### src/rtl/gg_line_scaler.sv
// gg_line_scaler: double-buffered line store that upscales a SRC_W x SRC_H
// source image by an integer factor of 3 into a VGA raster.
// The writer fills one line bank while the VGA side shows the other. Each
// bank line is shown for 3 rows with every pixel repeated over 3 columns.
// Optional feature macro: SCALER_SCANLINE_EN. When defined, the third row of
// each triplet is shown at half intensity.
module gg_line_scaler #(
    parameter int          SRC_W  = 160,
    parameter int          SRC_H  = 144,
    parameter int          X_OFF  = 80,
    parameter int          Y_OFF  = 24,
    parameter logic [11:0] BORDER = 12'h000
) (
    input  logic        clk_50,
    input  logic        rst_n,
    input  logic        in_valid,
    input  logic [11:0] in_data,
    input  logic        in_sof,
    output logic        in_ready,
    input  logic        pix_ce,
    input  logic [9:0]  hcount,
    input  logic [9:0]  vcount,
    input  logic        active,
    output logic [11:0] rgb,
    output logic        underflow
);

    // Address widths. IW has one spare code so the column index may step
    // one past the last source pixel without wrapping inside the window.
    localparam int AW = (SRC_W > 1) ? $clog2(SRC_W) : 1;
    localparam int IW = $clog2(SRC_W + 1);
    localparam int RW = (SRC_H > 1) ? $clog2(SRC_H) : 1;

    // Window edges in VGA coordinates (inclusive).
    localparam logic [9:0] X_FIRST = 10'(X_OFF);
    localparam logic [9:0] X_LAST  = 10'(X_OFF + 3 * SRC_W - 1);
    localparam logic [9:0] Y_FIRST = 10'(Y_OFF);
    localparam logic [9:0] Y_LAST  = 10'(Y_OFF + 3 * SRC_H - 1);

    // Line banks; contents are deliberately not reset.
    logic [11:0]   line_mem [2][SRC_W];

    // Write-side state.
    logic [1:0]    full;
    logic [1:0]    full_nx;
    logic          wr_bank;
    logic          wr_bank_nx;
    logic [AW-1:0] wr_ptr;
    logic [AW-1:0] wr_addr;
    logic [RW-1:0] src_row;
    logic [RW-1:0] row_base;
    logic          accept;
    logic          line_done;

    // Read-side state.
    logic          rd_bank;
    logic [1:0]    hsub;
    logic [1:0]    cur_sub;
    logic [IW-1:0] hidx;
    logic [IW-1:0] cur_idx;
    logic [1:0]    vrep;
    logic [1:0]    cur_rep;
    logic [AW-1:0] rd_addr;
    logic          h_win;
    logic          v_win;
    logic          row_end;
    logic          free_evt;
    logic [11:0]   win_pix;

    // Source handshake: an in_sof pixel always lands at address 0 and
    // restarts the source row count.
    always_comb begin
        accept    = in_valid & in_ready;
        wr_addr   = in_sof ? '0 : wr_ptr;
        line_done = accept && (wr_addr == AW'(SRC_W - 1));
        row_base  = in_sof ? '0 : src_row;
    end

    // Raster decode. The sub/index/repeat registers hold the values for the
    // next column/row; the first window column and row force them to zero so
    // no division by 3 is ever needed.
    always_comb begin
        h_win    = (hcount >= X_FIRST) && (hcount <= X_LAST);
        v_win    = (vcount >= Y_FIRST) && (vcount <= Y_LAST);
        cur_sub  = (hcount == X_FIRST) ? 2'd0 : hsub;
        cur_idx  = (hcount == X_FIRST) ? '0 : hidx;
        cur_rep  = (vcount == Y_FIRST) ? 2'd0 : vrep;
        row_end  = pix_ce && v_win && (hcount == X_LAST);
        free_evt = row_end && (cur_rep == 2'd2);
        rd_addr  = (cur_idx < IW'(SRC_W)) ? cur_idx[AW-1:0] : '0;
        win_pix  = line_mem[rd_bank][rd_addr];
`ifdef SCALER_SCANLINE_EN
        if (cur_rep == 2'd2) begin
            win_pix = {1'b0, win_pix[11:9], 1'b0, win_pix[7:5], 1'b0, win_pix[3:1]};
        end
`endif
    end

    // Bank flags: a free and a completion hitting the same bank in one cycle
    // leave it full, so the completion is applied last.
    always_comb begin
        full_nx = full;
        if (free_evt) begin
            full_nx[rd_bank] = 1'b0;
        end
        if (line_done) begin
            full_nx[wr_bank] = 1'b1;
        end
        wr_bank_nx = wr_bank ^ line_done;
    end

    // Write-side registers; in_ready reflects the emptiness of the bank the
    // writer will target next.
    always_ff @(posedge clk_50 or negedge rst_n) begin
        if (!rst_n) begin
            full     <= 2'b00;
            wr_bank  <= 1'b0;
            wr_ptr   <= '0;
            src_row  <= '0;
            in_ready <= 1'b0;
        end else begin
            full     <= full_nx;
            wr_bank  <= wr_bank_nx;
            in_ready <= ~full_nx[wr_bank_nx];
            if (accept) begin
                wr_ptr <= line_done ? '0 : wr_addr + AW'(1);
                if (line_done) begin
                    src_row <= (row_base == RW'(SRC_H - 1)) ? '0 : row_base + RW'(1);
                end else begin
                    src_row <= row_base;
                end
            end
        end
    end

    // Bank storage write port.
    always_ff @(posedge clk_50) begin
        if (accept) begin
            line_mem[wr_bank][wr_addr] <= in_data;
        end
    end

    // Pixel-rate pipeline: counters, read-bank hand-over and output pixel.
    always_ff @(posedge clk_50 or negedge rst_n) begin
        if (!rst_n) begin
            rgb       <= 12'h000;
            underflow <= 1'b0;
            hsub      <= 2'd0;
            hidx      <= '0;
            vrep      <= 2'd0;
            rd_bank   <= 1'b0;
        end else if (pix_ce) begin
            if (cur_sub == 2'd2) begin
                hsub <= 2'd0;
                hidx <= cur_idx + IW'(1);
            end else begin
                hsub <= cur_sub + 2'd1;
                hidx <= cur_idx;
            end
            if (row_end) begin
                vrep <= (cur_rep == 2'd2) ? 2'd0 : cur_rep + 2'd1;
            end
            // End of a triplet: move on if the next line is ready, otherwise
            // keep showing the old one and flag the miss.
            if (free_evt) begin
                if (full[~rd_bank]) begin
                    rd_bank <= ~rd_bank;
                end else begin
                    underflow <= 1'b1;
                end
            end
            if (!active) begin
                rgb <= 12'h000;
            end else if (h_win && v_win) begin
                rgb <= win_pix;
            end else begin
                rgb <= BORDER;
            end
        end
    end

endmodule

### config.mk
export PLATFORM = sky130hd
export DESIGN_NAME = gg_line_scaler
export DESIGN_NICKNAME = d
export VERILOG_FILES = /design/src/rtl/gg_line_scaler.sv
export SDC_FILE = /design/constraint.sdc
export NUM_CORES = 2
export LEC_CHECK = 0
export BUFFER_PORTS_ARGS = -buffer_cell sky130_fd_sc_hd__buf_2
export CORE_UTILIZATION = 57
export CTS_CLUSTER_SIZE = 28
export DETAILED_ROUTE_END_ITERATION = 6
export GPL_ROUTABILITY_DRIVEN = 1
export PLACE_DENSITY_LB_ADDON = 0.15
export SLEW_MARGIN = 25
export SYNTH_ARGS = -nofsm -noshare
export SYNTH_HDL_FRONTEND = slang
export SYNTH_SLANG_ARGS = --single-unit
### constraint.sdc
create_clock -name clk_50 -period 2.68 [get_ports clk_50]
set_input_delay 0.536 -clock clk_50 [delete_from_list [all_inputs] [get_ports clk_50]]
set_output_delay 0.536 -clock clk_50 [all_outputs]
set_load 0.1 [all_outputs]
==> flow_summary.json <==
{
  "status": "complete, but fails checks",
  "violations": "setup timing",
  "ys_types": 87,
  "floorplan.rows": 188,
  "synth_area_um2": 150000,
  "max_freq_mhz": 284,
  "ys_top_cells_by_area": "edfxtp_1 (77%), mux4_2 (7.8%), mux2i_1 (3.2%)",
  "cap_violations": 0,
  "ys_async_sr_fraction_pct": 0.980,
  "placed_area_um2": 169000,
  "startpoint_type": "flop",
  "worstRegToRegCells": 14,
  "critPathKind": "flop to flop",
  "crit_chain": "o21a_4 > a311oi_4 > buf_4 > buf_12 > buf_12 > buf_4 > bufbuf_16 > mux2_2 > nand2_1 > a31oi_2 > nor4b_4 > a31oi_4 > buf_4 > o41ai_2",
  "track_usage_pct": 34.2,
  "synth_edf_count": 3840,
  "slowest_stage": "dfrtp_1",
  "final_net_count": 9750,
  "drt_wl_total_um": 456000,
  "die_y_um": 516,
  "viasPerCell": 6.56,
  "endpoint": "rgb[10]$_DFFE_PN0P_",
  "r2r_start": "hidx[6]$_DFFE_PN0P_",
  "grt.overflow.total": 0,
  "cts_root_buf": "clkbuf_16",
  "wl_per_cell_um": 33.7,
  "cts_num_sinks": 3878,
  "avgSynthCellArea_um2": 18.4,
  "finalCoreUtilization_pct": 70.5,
  "finalCriticalPeriod_ns": 3.53,
  "ys_seq_elements": 3878,
  "coreArea_um2": 263000,
  "totalNegativeSetupSlack_ns": -9.37,
  "path_max_fanout": 12,
  "initial_core_util_pct": 57.3,
  "max_stage_delay_ns": 0.41,
  "antenna_found_initial": 19,
  "crit_start": "hidx[6]$_DFFE_PN0P_",
  "routabilityCongestion": 0.961,
  "hold_class": "input port to flop",
  "p_leak_nw": 61.1,
  "timing.hold.ws_ns": 0.0245,
  "hpwl_um": 299000,
  "dieArea_um2": 266000,
  "grt_pass1_wl_um": 641000,
  "hold_viol": 0,
  "vias": 88800,
  "worstMarginPinSlew_ns": 1.10,
  "yosysTopAreaCell": "edfxtp_1",
  "peakVddDrop_v": 0.000701,
  "clk_latency_ns": 0.97,
  "crit_path_end_kind": "flop",
  "yosysSeqAreaShare_pct": 77.3,
  "worstPathRequired_ns": 3.51,
  "finClkSkew_ns": 0.0736,
  "clk_pin_slew_ns": 0.06,
  "die_w_um": 516,
  "power_density_nw_per_um2": 881,
  "setup_viol": 12,
  "maxSlewHeadroom_pct": 26.3,
  "fin_crit_sh_pct": 132,
  "yosys_warnings": 0,
  "grt_start_max_net_pins": 117,
  "drtAntennaViolNets": 0,
  "r2r_end": "rgb[10]$_DFFE_PN0P_",
  "power_mw": 163,
  "drive_above_1_share_pct": 31.0,
  "rsz0062_at_grt": "true",
  "crit_top_cell": "buf_4",
  "layout_setup_ws_ns": -0.846,
  "cts_buffers": 384,
  "ff2ff_setup_slack_ns": -0.85,
  "cts_tree": "done",
  "io_buffer_count": 51,
  "final_max_slew_viol_count": 0,
  "synth_nets": 8233,
  "drc": 0,
  "io_pins": 52,
  "dr.first_iter.drc_count": 12000,
  "finalInstanceArea_um2": 185000,
  "area_growth_syn_to_layout_pct": 22.9,
  "ys.flop_type": "edfxtp_1",
  "drtPass1Iterations": 6,
  "clockBufferDepth": 4,
  "grt_pass1_vias": 86800,
  "arrival_ns": 4.36,
  "cts-htree-levels": 5,
  "syn_inst": 8188,
  "synth_top_area_share_pct": 76.6
}
[area by class of cell]
type | count | area, um2
clock buffers | 484 | 10200
multi-input cells | 3789 | 34200
repair buffers | 1636 | 17700
well taps | 3515 | 4400
fillers | 16200 | 77500
flip-flops and latches | 3878 | 116000
diodes | 7 | 17.5
inverters | 16 | 65.1
clock inverters | 221 | 2180
[stage by stage]
step | setup slack, ns | std cells
global placement | -2.34 | 12700
detailed placement | -2.24 | 12700
floorplan | -0.238 | 8188
CTS | -0.721 | 13500
global route | -0.930 | 13500
finish | -0.846 | 13500
[power by group]
part,switching (mW),leakage (nW),internal (mW)
sequential,0.304,35.0,66.8
clock,23.0,6.00,30.3
combinational,24.9,20.1,17.6
[cells in the final DEF, fill, tap and decap left out, drive strengths merged, types with 13 or more instances in the layout]
| master | synthesis | layout |
|---|---|---|
| nor3 | 42 | 42 |
| mux2i | 483 | 483 |
| a21oi | 330 | 330 |
| or3 | 20 | 20 |
| nor2 | 378 | 378 |
| clkbuf | 200 | 493 |
| a31oi | 35 | 35 |
| nand4 | 43 | 43 |
| a221oi | 24 | 24 |
| o2111ai | 30 | 30 |
| and3 | 40 | 40 |
| nand2 | 791 | 791 |
| o21ai | 115 | 115 |
| and2 | 18 | 18 |
| a311oi | 29 | 29 |
| mux2 | 20 | 20 |
| mux4 | 519 | 519 |
| o22ai | 245 | 245 |
| inv | 14 | 29 |
| a22oi | 50 | 50 |
| nand3 | 155 | 155 |
| a22o | 34 | 34 |
| nand2b | 23 | 23 |
| nor4 | 65 | 65 |
| a211oi | 36 | 36 |
| a221o | 34 | 34 |
| o21bai | 13 | 13 |
| dfrtp | 38 | 38 |
| bufinv | 0 | 35 |
| buf | 305 | 1619 |
| edfxtp | 3840 | 3840 |
| o211ai | 19 | 19 |
| clkinv | 2 | 162 |
| o41ai | 24 | 24 |
| o221ai | 22 | 22 |
| a2111oi | 41 | 41 |
| a211o | 13 | 13 |
[synthesized netlist by cell type, drive strengths merged (24+ instances only)]
library cell	instances
edfxtp	3840
nand2	791
mux4	519
mux2i	483
nor2	378
a21oi	330
buf	305
o22ai	245
clkbuf	200
nand3	155
o21ai	115
nor4	65
a22oi	50
nand4	43
nor3	42
a2111oi	41
and3	40
dfrtp	38
a211oi	36
a31oi	35
a221o	34
a22o	34
o2111ai	30
a311oi	29
a221oi	24
o41ai	24
[layer usage]
metal / vias up / global-route usage, % / share of wire [%]
li1: 36300 / - / -
met1: 45900 / 46.6 / 37
met2: 5589 / 53.2 / 47
met3: 1055 / 6.42 / 11
met4: 14 / 17.4 / 5.8
met5: - / 0 / 0.023
[logic make-up after synthesis]
group / count (synthesis) / synth area share (%)
multiplexers: 1022 / 11.1
buffers and inverters: 521 / 1.68
AO/OA/AOI/OAI: 1149 / 5.23
AND/OR/NAND/NOR: 1611 / 4.65
flip-flops: 3878 / 77.3
adder cells (fa/ha/maj): 7 / 0.0582
[how the worst min path moves through the flow]
stage	start	to	slack [ns]	cells after the start
after CTS	in_data[10]	line_mem[1][1390]$_DFFE_PP_	0.002	1
after global routing	in_data[10]	line_mem[1][1390]$_DFFE_PP_	0.04	1
after detailed placement	rst_n	vrep[1]$_DFFE_PN0P_	0.51	2
final	in_data[10]	line_mem[1][1390]$_DFFE_PP_	0.02	1
after floorplan	rst_n	full[0]$_DFF_PN0_	0.24	0
after global placement	hsub[1]$_DFFE_PN0P_	hsub[1]$_DFFE_PN0P_	0.47	1
[flip-flops by register name, summed over array words and instances, names as in the netlist]
signal and count:
line_mem 3840, rgb 12, hidx 8, wr_ptr 8, full 2, hsub 2, vrep 2, in_ready 1
rd_bank 1, underflow 1, wr_bank 1
[worst max-delay path: cells and delay by family (launching register included)]
family                 cells  cell delay (ns)
buffers and inverters      6             1.11
AOI/OAI and AO/OA          5             1.23
and+or+nand+nor            2             0.45
DFF                        1             0.41
muxes                      1             0.16
[timing repair]
| item | in CTS | in global routing |
|---|---|---|
| resized for setup | 265 | 206 |
| setup buffers | 58 | 31 |
| hold endpoints to repair | 66 | 0 |
| hold buffers | 5 | 0 |
| pin swaps | 63 | 68 |
| cloned | 13 | 9 |
| endpoints found under the setup margin | 17 | 15 |
Power figures use the tool's default switching activity.
